[config.mk]
export PLATFORM = sky130hd
export DESIGN_NAME = branch_resolver_flat
export DESIGN_NICKNAME = d
export VERILOG_FILES = /design/src/rtl/branch_resolver_if.sv /design/src/rtl/branch_resolver.sv /design/src/flat_wrapper.sv
export SDC_FILE = /design/constraint.sdc
export NUM_CORES = 1
export LEC_CHECK = 0
export ABC_AREA = 1
export BUFFER_PORTS_ARGS = -buffer_cell sky130_fd_sc_hd__buf_2
export CAP_MARGIN = 0
export CORE_MARGIN = 8
export CORE_UTILIZATION = 58
export CTS_BUF_LIST = sky130_fd_sc_hd__clkbuf_16
export CTS_CLUSTER_SIZE = 14
export DETAILED_ROUTE_END_ITERATION = 6
export PLACE_DENSITY = 0.79
export SLEW_MARGIN = 20
export SYNTH_ARGS = -nofsm -noshare
export SYNTH_HDL_FRONTEND = slang
export SYNTH_SLANG_ARGS = --single-unit
[constraint.sdc]
create_clock -name clk -period 3.8 [get_ports clk]
set_clock_uncertainty 0.15 [all_clocks]
set_input_delay 0.19 -clock clk [delete_from_list [all_inputs] [get_ports clk]]
set_output_delay 0.19 -clock clk [all_outputs]
set_load 0.005 [all_outputs]
[src/rtl/branch_resolver_if.sv]
// Decode <-> branch resolver handshake: jump request in, registered PC decision and RAS status out.
interface branch_resolver_if #(
   parameter int unsigned DATA_W = 16,
   parameter int unsigned ADDR_W = 16
);
   logic              req_valid;
   logic              req_ready;
   logic [2:0]        jump_op;
   logic [DATA_W-1:0] test_value;
   logic [ADDR_W-1:0] dest_addr;
   logic [ADDR_W-1:0] ret_addr;
   logic              err_clear;
   logic              resp_valid;
   logic              pc_write_enabled;
   logic [ADDR_W-1:0] pc_next;
   logic              flush;
   logic              ras_overflow;
   logic              ras_underflow;

   modport master (
      output req_valid, jump_op, test_value, dest_addr, ret_addr, err_clear,
      input  req_ready, resp_valid, pc_write_enabled, pc_next, flush,
             ras_overflow, ras_underflow
   );

   modport slave (
      input  req_valid, jump_op, test_value, dest_addr, ret_addr, err_clear,
      output req_ready, resp_valid, pc_write_enabled, pc_next, flush,
             ras_overflow, ras_underflow
   );
endinterface

[src/rtl/branch_resolver.sv]
// Resolves JMP/conditional/CALL/RET requests into a registered PC write, with a circular
// return-address stack and a fixed-length fetch flush after every taken branch.
module branch_resolver #(
   parameter int unsigned DATA_W       = 16,
   parameter int unsigned ADDR_W       = 16,
   parameter int unsigned RAS_DEPTH    = 8,
   parameter int unsigned FLUSH_CYCLES = 2
) (
   input  logic              clk,
   input  logic              rst_n,
   branch_resolver_if.slave  bus
);

   localparam int unsigned PTR_W  = (RAS_DEPTH > 1) ? $clog2(RAS_DEPTH) : 1;
   localparam int unsigned CNT_W  = $clog2(RAS_DEPTH + 1);
   localparam int unsigned FCNT_W = $clog2(FLUSH_CYCLES + 1);

   typedef enum logic [0:0] {
      ST_IDLE  = 1'b0,
      ST_FLUSH = 1'b1
   } state_e;

   typedef enum logic [2:0] {
      OP_JMP  = 3'b000,
      OP_JEZ  = 3'b001,
      OP_JNZ  = 3'b010,
      OP_JGZ  = 3'b011,
      OP_JLZ  = 3'b100,
      OP_CALL = 3'b101,
      OP_RET  = 3'b110,
      OP_NOP  = 3'b111
   } op_e;

   state_e              state_q, state_d;
   logic [FCNT_W-1:0]   fcnt_q, fcnt_d;
   logic                ready_q, ready_d;
   logic                flush_q, flush_d;
   logic                resp_valid_q, resp_valid_d;
   logic                pcwe_q, pcwe_d;
   logic [ADDR_W-1:0]   pc_q, pc_d;
   logic [PTR_W-1:0]    ptr_q, ptr_d;
   logic [CNT_W-1:0]    cnt_q, cnt_d;
   logic                ovf_q, ovf_d;
   logic                udf_q, udf_d;
   logic [ADDR_W-1:0]   ras_q [RAS_DEPTH];

   logic                accept_c;
   logic                taken_c;
   logic [ADDR_W-1:0]   target_c;
   logic                push_c;
   logic                pop_c;
   logic                ovf_evt_c;
   logic                udf_evt_c;
   logic                tv_zero_c;
   logic                tv_neg_c;
   logic [PTR_W-1:0]    ptr_dec_c;
   op_e                 op_c;

   assign accept_c  = bus.req_valid & ready_q;
   assign op_c      = op_e'(bus.jump_op);
   assign tv_zero_c = (bus.test_value == '0);
   assign tv_neg_c  = bus.test_value[DATA_W-1];
   assign ptr_dec_c = ptr_q - PTR_W'(1);

   // Jump decision for the request currently on the bus (only acted on at accept).
   always_comb begin
      taken_c   = 1'b0;
      target_c  = bus.dest_addr;
      push_c    = 1'b0;
      pop_c     = 1'b0;
      ovf_evt_c = 1'b0;
      udf_evt_c = 1'b0;
      case (op_c)
         OP_JMP:  taken_c = 1'b1;
         OP_JEZ:  taken_c = tv_zero_c;
         OP_JNZ:  taken_c = ~tv_zero_c;
         OP_JGZ:  taken_c = ~tv_neg_c & ~tv_zero_c;
         OP_JLZ:  taken_c = tv_neg_c;
         OP_CALL: begin
            taken_c   = 1'b1;
            push_c    = 1'b1;
            ovf_evt_c = (cnt_q == CNT_W'(RAS_DEPTH));
         end
         OP_RET: begin
            if (cnt_q != '0) begin
               taken_c  = 1'b1;
               pop_c    = 1'b1;
               target_c = ras_q[ptr_dec_c];
            end else begin
               udf_evt_c = 1'b1;
            end
         end
         default: taken_c = 1'b0;
      endcase
   end

   // RAS pointer/count; a full stack keeps its count and overwrites the oldest slot.
   always_comb begin
      ptr_d = ptr_q;
      cnt_d = cnt_q;
      if (accept_c && push_c) begin
         ptr_d = ptr_q + PTR_W'(1);
         if (!ovf_evt_c) begin
            cnt_d = cnt_q + CNT_W'(1);
         end
      end else if (accept_c && pop_c) begin
         ptr_d = ptr_dec_c;
         cnt_d = cnt_q - CNT_W'(1);
      end
   end

   // Flush sequencing: FLUSH lasts FLUSH_CYCLES cycles starting with the PC write pulse.
   always_comb begin
      state_d = state_q;
      fcnt_d  = fcnt_q;
      case (state_q)
         ST_IDLE: begin
            if (accept_c && taken_c) begin
               state_d = ST_FLUSH;
               fcnt_d  = FCNT_W'(FLUSH_CYCLES);
            end
         end
         ST_FLUSH: begin
            if (fcnt_q <= FCNT_W'(1)) begin
               state_d = ST_IDLE;
               fcnt_d  = '0;
            end else begin
               fcnt_d = fcnt_q - FCNT_W'(1);
            end
         end
         default: begin
            state_d = ST_IDLE;
            fcnt_d  = '0;
         end
      endcase
   end

   always_comb begin
      ready_d      = (state_d == ST_IDLE);
      flush_d      = (state_d == ST_FLUSH);
      resp_valid_d = accept_c;
      pcwe_d       = accept_c & taken_c;
      pc_d         = (accept_c && taken_c) ? target_c : pc_q;
      // A new error in the clearing cycle wins over err_clear.
      ovf_d        = (ovf_q & ~bus.err_clear) | (accept_c & ovf_evt_c);
      udf_d        = (udf_q & ~bus.err_clear) | (accept_c & udf_evt_c);
   end

   always_ff @(posedge clk or negedge rst_n) begin
      if (!rst_n) begin
         state_q      <= ST_IDLE;
         fcnt_q       <= '0;
         ready_q      <= 1'b0;
         flush_q      <= 1'b0;
         resp_valid_q <= 1'b0;
         pcwe_q       <= 1'b0;
         pc_q         <= '0;
         ptr_q        <= '0;
         cnt_q        <= '0;
         ovf_q        <= 1'b0;
         udf_q        <= 1'b0;
      end else begin
         state_q      <= state_d;
         fcnt_q       <= fcnt_d;
         ready_q      <= ready_d;
         flush_q      <= flush_d;
         resp_valid_q <= resp_valid_d;
         pcwe_q       <= pcwe_d;
         pc_q         <= pc_d;
         ptr_q        <= ptr_d;
         cnt_q        <= cnt_d;
         ovf_q        <= ovf_d;
         udf_q        <= udf_d;
      end
   end

   // Stack storage carries no reset; only pointer and count define its contents.
   always_ff @(posedge clk) begin
      if (accept_c && push_c) begin
         ras_q[ptr_q] <= bus.ret_addr;
      end
   end

   assign bus.req_ready        = ready_q;
   assign bus.resp_valid       = resp_valid_q;
   assign bus.pc_write_enabled = pcwe_q;
   assign bus.pc_next          = pc_q;
   assign bus.flush            = flush_q;
   assign bus.ras_overflow     = ovf_q;
   assign bus.ras_underflow    = udf_q;

endmodule

[src/flat_wrapper.sv]
// flat-port wrapper written by rule: the top's interface ports become plain ports
module branch_resolver_flat 
#(
   parameter int unsigned DATA_W       = 16,
   parameter int unsigned ADDR_W       = 16,
   parameter int unsigned RAS_DEPTH    = 8,
   parameter int unsigned FLUSH_CYCLES = 2
)
  (clk, rst_n, bus_req_valid, bus_jump_op, bus_test_value, bus_dest_addr, bus_ret_addr, bus_err_clear, bus_req_ready, bus_resp_valid, bus_pc_write_enabled, bus_pc_next, bus_flush, bus_ras_overflow, bus_ras_underflow);
  branch_resolver_if #(.DATA_W(DATA_W), .ADDR_W(ADDR_W)) bus_i ();
  input  logic clk;
  input  logic rst_n;
  input wire logic [$bits(bus_i.req_valid)-1:0] bus_req_valid;
  input wire logic [$bits(bus_i.jump_op)-1:0] bus_jump_op;
  input wire logic [$bits(bus_i.test_value)-1:0] bus_test_value;
  input wire logic [$bits(bus_i.dest_addr)-1:0] bus_dest_addr;
  input wire logic [$bits(bus_i.ret_addr)-1:0] bus_ret_addr;
  input wire logic [$bits(bus_i.err_clear)-1:0] bus_err_clear;
  output wire logic [$bits(bus_i.req_ready)-1:0] bus_req_ready;
  output wire logic [$bits(bus_i.resp_valid)-1:0] bus_resp_valid;
  output wire logic [$bits(bus_i.pc_write_enabled)-1:0] bus_pc_write_enabled;
  output wire logic [$bits(bus_i.pc_next)-1:0] bus_pc_next;
  output wire logic [$bits(bus_i.flush)-1:0] bus_flush;
  output wire logic [$bits(bus_i.ras_overflow)-1:0] bus_ras_overflow;
  output wire logic [$bits(bus_i.ras_underflow)-1:0] bus_ras_underflow;
  assign bus_i.req_valid = bus_req_valid;
  assign bus_i.jump_op = bus_jump_op;
  assign bus_i.test_value = bus_test_value;
  assign bus_i.dest_addr = bus_dest_addr;
  assign bus_i.ret_addr = bus_ret_addr;
  assign bus_i.err_clear = bus_err_clear;
  assign bus_req_ready = bus_i.req_ready;
  assign bus_resp_valid = bus_i.resp_valid;
  assign bus_pc_write_enabled = bus_i.pc_write_enabled;
  assign bus_pc_next = bus_i.pc_next;
  assign bus_flush = bus_i.flush;
  assign bus_ras_overflow = bus_i.ras_overflow;
  assign bus_ras_underflow = bus_i.ras_underflow;
  branch_resolver #(.DATA_W(DATA_W), .ADDR_W(ADDR_W), .RAS_DEPTH(RAS_DEPTH), .FLUSH_CYCLES(FLUSH_CYCLES)) u_core (.clk(clk), .rst_n(rst_n), .bus(bus_i));
endmodule
==> metrics.txt, run 1 <==
Post-Syn Area per Cell around 10 um^2; power per cell area around 720 nW/um^2; Final Net Count ~870; Internal Pwr Total approximately 3.9 mW; sequential group share of total power 35.7%; Switching Share between 30% and 40%; total number of vias approximately 5400; Hold WC Path Type in -> reg; diode count 0; Crit-path slowest cell xor2_2; mapped cell area ~7000 um^2; Buf+Inv Stages, Crit Path 2; Routed WL about 17 mm; GRT Resource Usage Total roughly 22%; TritonCTS clock tree built; Slew headroom around 31%; syn_nets approximately 750; flop2flop setup slack approximately 1.2 ns; clk sinks between 150 and 200; CP Data Required Time just under 4 ns; Post-Layout Inst Area approximately 8500 um^2; Avg WL per Cell 17.5 um; Netlist cell types 33; detailed-route DRC error count 0; clk buf depth 2; Worst Setup Start Kind flop; detailed placer's ending HPWL a little under 10 mm; crit path kind reg -> reg; fraction of synthesis flops using an asynchronous set or reset pin 19.5%; Final min period 2.62 ns; largest net degree at the start of global routing a little under 70; DR pass1 iterations 5; Worst R2R Path Depth 9; Net Sw Power approximately 2.2 mW; CTS clock-pin slew for the worst setup and hold paths around 0.060 ns; crit path DAT roughly 2.8 ns; Top delay family on crit path XOR/XNOR gates; initial drt markers just over 600; cells along the critical path inv_1 -> buf_4 -> ha_1 -> xor2_2 -> nand3_1 -> nand3_1 -> nand2_1 -> nand3_1 -> nand2_1; Worst VDD drop around 0.39 mV; Fmax achieved around 0.38 GHz; worst-path fanout max 27; first-pass GRT wire length 27.1 mm; Final ANT Viol Nets 0; Synth Area in Compound Gates around 1.9%; Via density ~5.6; die area around 16000 um^2; most frequent CP cell nand3_1; Post-DP Area approximately 7500 um^2; Port-buffer cells 76; RSZ-0062 raised after global routing no; total chip power about 6.1 mW; largest family of logic cells by synthesized area simple AND/OR/NAND/NOR gates; post-synthesis simple-gate area fraction around 25%; CTS Root Cell clkbuf_16; Combinational Power Share 34.4%; hold depth 5; Clock power frac 30.0%; flops & latches, synth approximately 160; max cap viols 0; Worst-Margin Slew roughly 1.0 ns; clock network latency to the later pin of the worst-skew pair around 0.43 ns; Core Region between 10000 and 15000 um^2; layout cells sized above 1 between 10% and 20%; GP Congestion slightly above 0.8; Synth Area in Adders less than 1%; mux contribution to synthesized area 0%; CP Capture Type flop; TritonCTS Buffers 17; reg2reg end u_core.bus.pc_next[7]$_DFFE_PN0P_; status finished, final reports clean; initial antenna violation count 0; gate count after technology mapping around 690; GRT overflow 0; FF-to-FF Start u_core.ptr_q[0]$_DFFE_PN0P_; final std cells w/o fill roughly 970; Initial Util 59.0%; Final setup viols 0; post-placement cell count 900; Slew Viols, Final 0; YS warnings 0; XOR/XNOR Fraction of Synth Area between 1 and 1.5%; Hold Startpoint bus_dest_addr[7]; slowest stage delay, CP ~0.74 ns; most frequent cells in the layout nand2_1 (247), edfxtp_1 (128), nand3_1 (88); Top FF cell, synth edfxtp_1; Fin. Hold Viols 0; # rows 40; Hold Crit Endpoint u_core.bus.pc_next[7]$_DFFE_PN0P_; Leakage between 3 and 4 nW; Sum Neg Setup Slack 0 ns; vias in the first global route ~5400; Die Height between 100 and 150 um; Area Growth Syn to Fin 21.5%; H-Tree Depth 4; register area share after synthesis 65.7%; io pins 77; die width ~130 um; most common cell after layout, fill and taps aside nand2_1; number of flops mapped to enable cells by yosys 128; fin crit share 69.0%
-- repair_timing --
action | CTS | global route
buffers inserted | 0 | 0
hold buffers | 35 | 0
resized for setup | 0 | 0
hold endpoints to repair | 176 | 0
-- routing by layer --
layer,track usage [%],wire length [um],vias to the layer above
li1,-,-,2505
met1,26.0,6960,2524
met2,35.2,8040,299
met3,6.41,1520,44
met4,11.9,442,0
met5,0,0,-
-- cells by family (layout without fill, tap and decap cells) --
group / Yosys count / count (layout)
adder cells (fa/ha/maj): 5 / 5
flip-flops: 159 / 159
AND/OR/NAND/NOR: 415 / 415
XOR/XNOR: 7 / 7
buffers and inverters: 82 / 209
AO/OA/AOI/OAI: 25 / 25
-- power groups by stage --
stage	clock network, mW	registers (mW)	logic (mW)
6_report	1.84	2.18	2.10
4_1_cts	1.85	2.18	2.08
5_1_grt	1.91	2.20	2.35
2_1_floorplan	0	2.19	1.50
3_3_place_gp	0	2.20	1.95
3_5_place_dp	0	2.22	2.00
-- how the worst max path moves through the flow --
stage,start,end,slack [ns],cells past startpoint
after global routing,u_core.ptr_q[0]$_DFFE_PN0P_,u_core.bus.pc_next[6]$_DFFE_PN0P_,1.00,9
after global placement,u_core.ptr_q[0]$_DFFE_PN0P_,u_core.bus.pc_next[12]$_DFFE_PN0P_,1.27,9
final,u_core.ptr_q[0]$_DFFE_PN0P_,u_core.bus.pc_next[7]$_DFFE_PN0P_,1.18,9
after detailed placement,u_core.ptr_q[0]$_DFFE_PN0P_,u_core.bus.pc_next[3]$_DFFE_PN0P_,1.25,9
after floorplan,u_core.ptr_q[0]$_DFFE_PN0P_,u_core.ras_q[0][0]$_DFFE_PP_,1.19,5
after CTS,u_core.ptr_q[0]$_DFFE_PN0P_,u_core.bus.pc_next[7]$_DFFE_PN0P_,1.20,9
-- cells in the mapped netlist (3+ instances only) --
library cell | count | area [um^2]
nand2_1 | 247 | 927
edfxtp_1 | 128 | 3840
nand3_1 | 88 | 440
nor2_1 | 54 | 203
inv_1 | 46 | 173
dfrtp_1 | 31 | 776
o21ai_0 | 20 | 100
buf_2 | 18 | 90.1
nand2_2 | 12 | 75.1
clkbuf_1 | 6 | 22.5
inv_2 | 5 | 18.8
xor2_1 | 5 | 43.8
ha_1 | 4 | 50.1
nor3_1 | 4 | 20.0
nand3_2 | 3 | 30.0
-- tightest hold or removal path: stages --
cell     delay (ns)
buf_2          0.09
nand2_1        0.05
nand2_1        0.06
nand3_1        0.08
nand2_1        0.07
-- area by class of cell --
class / count / area, um^2
clock buffers: 17 / 425
inverters: 52 / 195
clock inverters: 15 / 219
fillers: 792 / 3370
well taps: 147 / 184
flip-flops and latches: 159 / 4620
multi-input cells: 452 / 2060
repair buffers: 125 / 836
-- per-stage QoR --
stage                     setup WS [ns]  util (%)  hold slack (ns)
after floorplan                    1.19         -           -0.256
after global placement             1.27      63.4            0.109
after CTS                          1.20      71.7          0.00801
after global routing               1.00      71.7           0.0316
final                              1.18      71.7          0.00806
after detailed placement           1.25      63.4            0.126
-- state kept, by name, indices dropped and copies added (netlist names) --
| register | cells |
|---|---|
| u_core.ptr_q | 3 |
| u_core.bus.ras_underflow | 1 |
| u_core.bus.pc_write_enabled | 1 |
| u_core.bus.resp_valid | 1 |
| u_core.ras_q | 128 |
| u_core.bus.req_ready | 1 |
| u_core.state_q | 1 |
| u_core.fcnt_q | 2 |
| u_core.bus.ras_overflow | 1 |
| u_core.cnt_q | 4 |
| u_core.bus.pc_next | 16 |
Power figures use the tool's default switching activity.
==> inputs of run 2 (changes only) <==
- CORE_UTILIZATION: 58 -> 53
- PLACE_DENSITY: 0.79 -> 0.76
- clock period: 3.8 -> 2.2 ns (I/O delays scaled with it)
==> run 2 against run 1 <==
Against the previous run:
- the flow now finishes with violations (DRC)
- critical path depth down 4
- critical endpoint is now u_core.ras_q[0][0]$_DFFE_PP_
- wire length down 0.24%
- sequential cell count unchanged
- setup slack worse by 1.1 ns
- non-clock buffer count up 13
==> metrics.txt, run 2 (synthesized netlist as in run 1, its figures left out) <==
status finished, violations left; failing checks DRC; Sum Neg Setup Slack 0 ns (unchanged); die width 131 um (+4.0%); Fin Hold WS 0.121 ns (+0.113 ns); layout cells sized above 1 19.8% (+1.0 points); Leakage 3.81 nW (+2.1%); Worst Setup Start Kind flop; power per cell area 1240 nW/um^2 (+73%); Final setup viols 0 (unchanged); Area Growth Syn to Fin 24.1%; CTS clock-pin slew for the worst setup and hold paths 0.06 ns (about the same); total chip power 10.8 mW (+77%); met1 wire length 7.05 mm (+1.4%); Final Net Count 880 (+1.5%); Initial Util 53.7% (-5.3 points); met3 routed WL 1.58 mm (+4.1%); max layer used met4; CP Capture Type flop; Top delay family on crit path buffers and inverters; Buf+Inv Stages, Crit Path 3 (+1); total number of vias 5365 (-0.13%); detailed placer's ending HPWL 10.7 mm (+8.8%); Fin. Hold Viols 0 (unchanged); Routed WL 16.9 mm (-0.24%); Final ANT Viol Nets 0 (unchanged); Port-buffer cells 76 (unchanged); io pins 77 (unchanged); max cap viols 0 (unchanged); fin crit share 95.4% (+26 points); Crit-path slowest cell dfrtp_2; Slew headroom 53.4% (+22 points); CP Data Required Time 2.18 ns (-1.78 ns); Post-Layout Inst Area 8730 um^2 (+2.2%); clock network latency to the later pin of the worst-skew pair 0.42 ns (about the same); TritonCTS clock tree built; DR pass1 iterations 7 (+2); initial antenna violation count 0 (unchanged); initial drt markers 689 (+12%); # rows 42 (+5.0%); Core Region 13100 um^2 (+9.9%); max reg flops 128 (unchanged); largest net degree at the start of global routing 68 (unchanged); Avg WL per Cell 16.8 um (-4.4%); Hold WC Path Type in -> async; most common cell after layout, fill and taps aside nand2_1; Post-Route Utilization 66.7% (-5.0 points); fillers 912 (+15%); met2 routed WL 7.93 mm (-1.3%); Setup Buffers After CTS 0 (unchanged); CTS Root Cell clkbuf_16; Reg with most FFs u_core.ras_q; Slew Viols, Final 0 (unchanged); Via density 5.32 (-4.3%); die area 17200 um^2 (+8.2%); crit path kind reg -> reg; Die Height 131 um (+4.0%); H-Tree Depth 4 (unchanged); Final min period 2.10 ns (-0.525 ns); first-pass GRT wire length 26.9 mm (-0.86%); GP Congestion 0.858 (+6.6%); Worst VDD drop 0.889 mV (+130%); vias in the first global route 5245 (-2.0%); TritonCTS Buffers 17 (unchanged); RSZ-0062 raised after global routing no; crit path DAT 2.07 ns (-0.72 ns); worst-path fanout max 65 (+140%); detailed-route DRC error count 20 (+20); GRT Resource Usage Total 19.5% (-2.3 points); cells along the critical path inv_1 -> buf_6 -> nand2_1 -> nor3_2 -> buf_4; most frequent cells in the layout nand2_1 (247), edfxtp_1 (128), nand3_1 (88); Fmax achieved 0.477 GHz (+25%); clk sinks 159 (unchanged); Post-DP Area 7720 um^2 (+2.3%); slowest stage delay, CP 0.41 ns (-0.33 ns); Worst-Margin Slew 0.698 ns (-0.330 ns); clk buf depth 2 (unchanged); diode count 0 (unchanged); GRT overflow 0 (unchanged)
[run 2: cell types whose count changed in the layout (fill, tap and decap cells not counted), moves of 3 or more]
cell,previous run,this run
buf_4,14,17
dlygate4sd3_1,35,38
inv_6,0,5
bufinv_16,5,2
buf_12,0,5
[run 2: worst paths after layout]
path | start | end | slack, ns | cells after the start
hold / removal | rst_n | u_core.bus.ras_overflow$_DFF_PN0_ | 0.12 | 2
max in group asynchronous | rst_n | u_core.ptr_q[0]$_DFFE_PN0P_ | 1.29 | 2
setup reg to reg | u_core.ptr_q[0]$_DFFE_PN0P_ | u_core.ras_q[0][0]$_DFFE_PP_ | 0.10 | 5
min in group clk | bus_req_valid | u_core.bus.resp_valid$_DFF_PN0_ | 0.20 | 4
hold reg to reg | u_core.bus.pc_next[15]$_DFFE_PN0P_ | u_core.bus.pc_next[15]$_DFFE_PN0P_ | 0.32 | 2
setup / recovery | u_core.ptr_q[0]$_DFFE_PN0P_ | u_core.ras_q[0][0]$_DFFE_PP_ | 0.10 | 5
[run 2: worst register-to-register path: stages, from the launching register on]
cell and delay [ns]:
dfrtp_2 0.41, inv_1 0.09, buf_6 0.41, nand2_1 0.27, nor3_2 0.24, buf_4 0.23
[run 2: repair_timing]
item / 4_1_cts / 5_1_grt
endpoints found under the setup margin: 0 / 134
hold buffers: 38 / 0
endpoints found under the hold margin: 177 / 0
resized for setup: 0 / 4
[run 2: area by class of cell]
cell class,instances,area [um^2],area share (%)
clock buffers,17,425,4.87
clock inverters,15,179,2.05
inverters,52,199,2.28
multi-input cells,452,2070,23.7
flip-flops and latches,159,4620,52.9
well taps,176,220,2.52
repair buffers,138,1010,11.6
[run 2: metal layers]
layer / global-route usage, % / vias up
met5: 0 / -
met1: 25.4 / 2504
met4: 7.04 / 0
met2: 31.3 / 299
li1: - / 2531
met3: 4.76 / 31
[run 2: stage by stage]
stage,worst slack (ns),instances
after global routing,0.00545,1009
after detailed placement,0.0185,939
final,0.102,1009
after CTS,0.00564,1009
after floorplan,0.0263,693
after global placement,0.0800,939
[run 2: where the power goes]
| part | switching (mW) | internal (mW) |
|---|---|---|
| logic | 2.67 | 1.45 |
| registers | 0.207 | 3.55 |
| clock network | 1.24 | 1.71 |
==> inputs of run 3 (changes only) <==
- ABC_AREA: 1 -> default
- CORE_UTILIZATION: 53 -> 52
- PLACE_DENSITY: 0.76 -> 0.75
- REMOVE_ABC_BUFFERS: default -> 1
==> run 3 against run 2 <==
Against the previous run:
- the run now ends clean
- clock-buffer cell count unchanged
- cell count down 32%
- sequential cell count is the same
- first-iteration DRC count down 65%
- design area is 5.2% lower
- wire length shrank 21%
- critical path type unchanged
- largest cell class unchanged
==> metrics.txt, run 3 <==
Combinational Power Share 31.2% (-6.8 points); DR pass1 iterations 4 (-3); crit path kind reg -> reg; clk buf depth 2 (unchanged); Post-DP Area 7290 um^2 (-5.6%); first-pass GRT wire length 20.9 mm (-22%); YS warnings 0 (unchanged); most common cell after layout, fill and taps aside edfxtp_1; Reg with most FFs u_core.ras_q; max cap viols 0 (unchanged); Leakage 3.08 nW (-19%); total number of vias 3744 (-30%); initial antenna violation count 0 (unchanged); GRT overflow 0 (unchanged); Area Growth Syn to Fin 27.2%; Top FF cell, synth edfxtp_1; Worst Setup Start Kind flop; Worst R2R Path Depth 8 (+3); hold depth 4; Slew Viols, Final 0 (unchanged); crit path DAT 2.19 ns (+0.12 ns); io pins 77 (unchanged); Final setup viols 0 (unchanged); most frequent cells in the layout edfxtp_1 (128), buf_2 (76), dlygate4sd3_1 (36); sequential group share of total power 38.6% (+3.9 points); number of flops mapped to enable cells by yosys 128 (unchanged); most frequent cell after synthesis edfxtp_1; Switching Share 28.4% (-9.7 points); met2 routed WL 6.77 mm (-15%); # rows 41 (-2.4%); detailed-route DRC error count 0 (-100%); max reg flops 128 (unchanged); total chip power 9.81 mW (-9.3%); Internal Pwr Total 7.03 mW (+4.9%); Post-Route Utilization 66.6% (about the same); Synth area leader edfxtp_1; Core Region 12400 um^2 (-5.1%); Post-Syn Area per Cell 17.9 um^2 (+76%); H-Tree Depth 4 (unchanged); Net Sw Power 2.78 mW (-32%); GRT Resource Usage Total 17.2% (-2.4 points); Clock power frac 30.2% (+2.9 points); CP Data Required Time 2.34 ns (+0.16 ns); fin crit share 93.5% (-1.9 points); GP Congestion 0.797 (-7.2%); met3 routed WL 894 um (-43%); layout cells sized above 1 34.7% (+15 points); Die Height 128 um (-2.6%); Worst VDD drop 0.732 mV (-18%); Routed WL 13.4 mm (-21%); Via density 5.44 (+2.3%); status finished, final reports clean; CP Capture Type flop; Area contributors post-synth edfxtp_1 (59%), dfrtp_1 (12%), mux4_2 (11%); Port-buffer cells 76 (unchanged); power per cell area 1190 nW/um^2 (-4.4%); initial drt markers 242 (-65%); Final ANT Viol Nets 0 (unchanged); RSZ-0062 raised after global routing no; footprint of the multi-input gates 1760 um^2 (-15%); Initial Util 52.4% (-1.4 points); Setup Buffers After CTS 0 (unchanged); Avg WL per Cell 19.5 um (+16%); clock network latency to the later pin of the worst-skew pair 0.42 ns (about the same); CTS Root Cell clkbuf_16; Worst-Margin Slew 0.775 ns (+0.0762 ns); Fin. Hold Viols 0 (unchanged); Netlist cell types 44 (+33%); Post-Layout Inst Area 8270 um^2 (-5.2%); TritonCTS Buffers 17 (unchanged); Hold WC Path Type in -> reg; mapped cell area 6500 um^2 (-7.5%); fraction of synthesis flops using an asynchronous set or reset pin 19.5% (unchanged); flops & latches, synth 159 (unchanged); gate count after technology mapping 364 (-47%); Synth top cells by count edfxtp_1 (128), mux2i_1 (32), mux4_2 (32), dfrtp_1 (31); TritonCTS clock tree built; worst-path fanout max 22 (-66%); vias in the first global route 3892 (-26%); detailed placer's ending HPWL 8.31 mm (-22%); top-area cell type share of the netlist area 59.1% (+4.4 points); die width 128 um (-2.6%); Slew headroom 48.4% (-5.1 points); largest net degree at the start of global routing 34 (-50%); Sum Neg Setup Slack 0 ns (unchanged); Fmax achieved 0.486 GHz (+2.0%); Final Net Count 564 (-36%); die area 16300 um^2 (-5.0%); diode count 0 (unchanged); CTS clock-pin slew for the worst setup and hold paths 0.06 ns (about the same); fillers 885 (-3.0%); Final min period 2.06 ns (-0.0410 ns); max layer used met4; area occupied by registers 4620 um^2 (unchanged); met1 wire length 5.52 mm (-22%); clk sinks 159 (unchanged); register area share after synthesis 71.0% (+5.3 points)
## run 3: cell types whose count changed in the layout (fill, tap and decap cells not counted), sizes merged, moves of 4 or more
cell   change
nand2    -239
nand3     -91
inv       -32
nor4       +6
mux2i     +32
xnor2      +4
xor2       -4
mux4      +32
nor2      -49
o21ai      +4
## run 3: metrics by stage
stage | hold slack (ns) | setup slack (ns) | std cells
2_1_floorplan | -0.336 | -1.56 | 349
5_1_grt | 0.0441 | 0.0271 | 688
3_5_place_dp | 0.0801 | 0.142 | 621
4_1_cts | 0.00645 | 0.0951 | 688
6_report | 0.0492 | 0.143 | 688
3_3_place_gp | 0.0859 | 0.183 | 621
## run 3: cells by family after synthesis
family | share of synthesized area, %
AND/OR/NAND/NOR | 3.87
buffers and inverters | 2.77
AO/OA/AOI/OAI | 3.79
multiplexers | 16.4
adder cells (fa/ha/maj) | 1.08
flip-flops | 71.0
XOR/XNOR | 1.06
## run 3: final timing paths
path,endpoint,slack [ns],from
worst max register to register,u_core.bus.pc_next[12]$_DFFE_PN0P_,0.14,u_core.ptr_q[0]$_DFFE_PN0P_
worst min-delay path,u_core.state_q$_DFF_PN0_,0.05,bus_jump_op[1]
worst min register to register,u_core.bus.ras_overflow$_DFF_PN0_,0.35,u_core.bus.ras_overflow$_DFF_PN0_
min in group asynchronous,u_core.bus.pc_next[1]$_DFFE_PN0P_,0.17,rst_n
worst max-delay path,u_core.bus.pc_next[12]$_DFFE_PN0P_,0.14,u_core.ptr_q[0]$_DFFE_PN0P_
max in group asynchronous,u_core.ptr_q[0]$_DFFE_PN0P_,1.19,rst_n
## run 3: final cells by class
| cell class | count | area share, % |
|---|---|---|
| Clock inverter | 14 | 2.15 |
| Multi-Input combinational cell | 166 | 21.2 |
| Clock buffer | 17 | 5.14 |
| Inverter | 24 | 1.12 |
| Sequential cell | 159 | 55.8 |
| Timing Repair Buffer | 136 | 11.9 |
| Tap cell | 172 | 2.60 |
## run 3: power groups by stage
stage | clock network, mW | logic [mW] | registers, mW
global route | 3.13 | 3.29 | 3.82
floorplan | 0 | 1.82 | 3.96
CTS | 3.01 | 3.04 | 3.79
detailed placement | 0 | 2.98 | 3.84
finish | 2.97 | 3.06 | 3.79
global placement | 0 | 2.89 | 3.83
## run 3: critical path: stages (launching register included)
cell,delay (ns)
dfrtp_2,0.40
inv_1,0.11
ha_4,0.30
buf_12,0.18
mux4_2,0.31
mux2i_1,0.18
nand2_1,0.11
o21ai_0,0.10
mux2i_1,0.09
## run 3: layer usage
metal  global-route usage [%]  vias up
li1                         -     1696
met1                     20.9     1891
met2                     28.0      136
met3                     4.95       21
met4                     7.55        0
met5                        0        -
## run 3: repair_timing
action / 4_1_cts / 5_1_grt
gates resized for setup: 0 / 5
endpoints found under the setup margin: 0 / 2
hold endpoints to repair: 179 / 0
hold buffers: 36 / 0
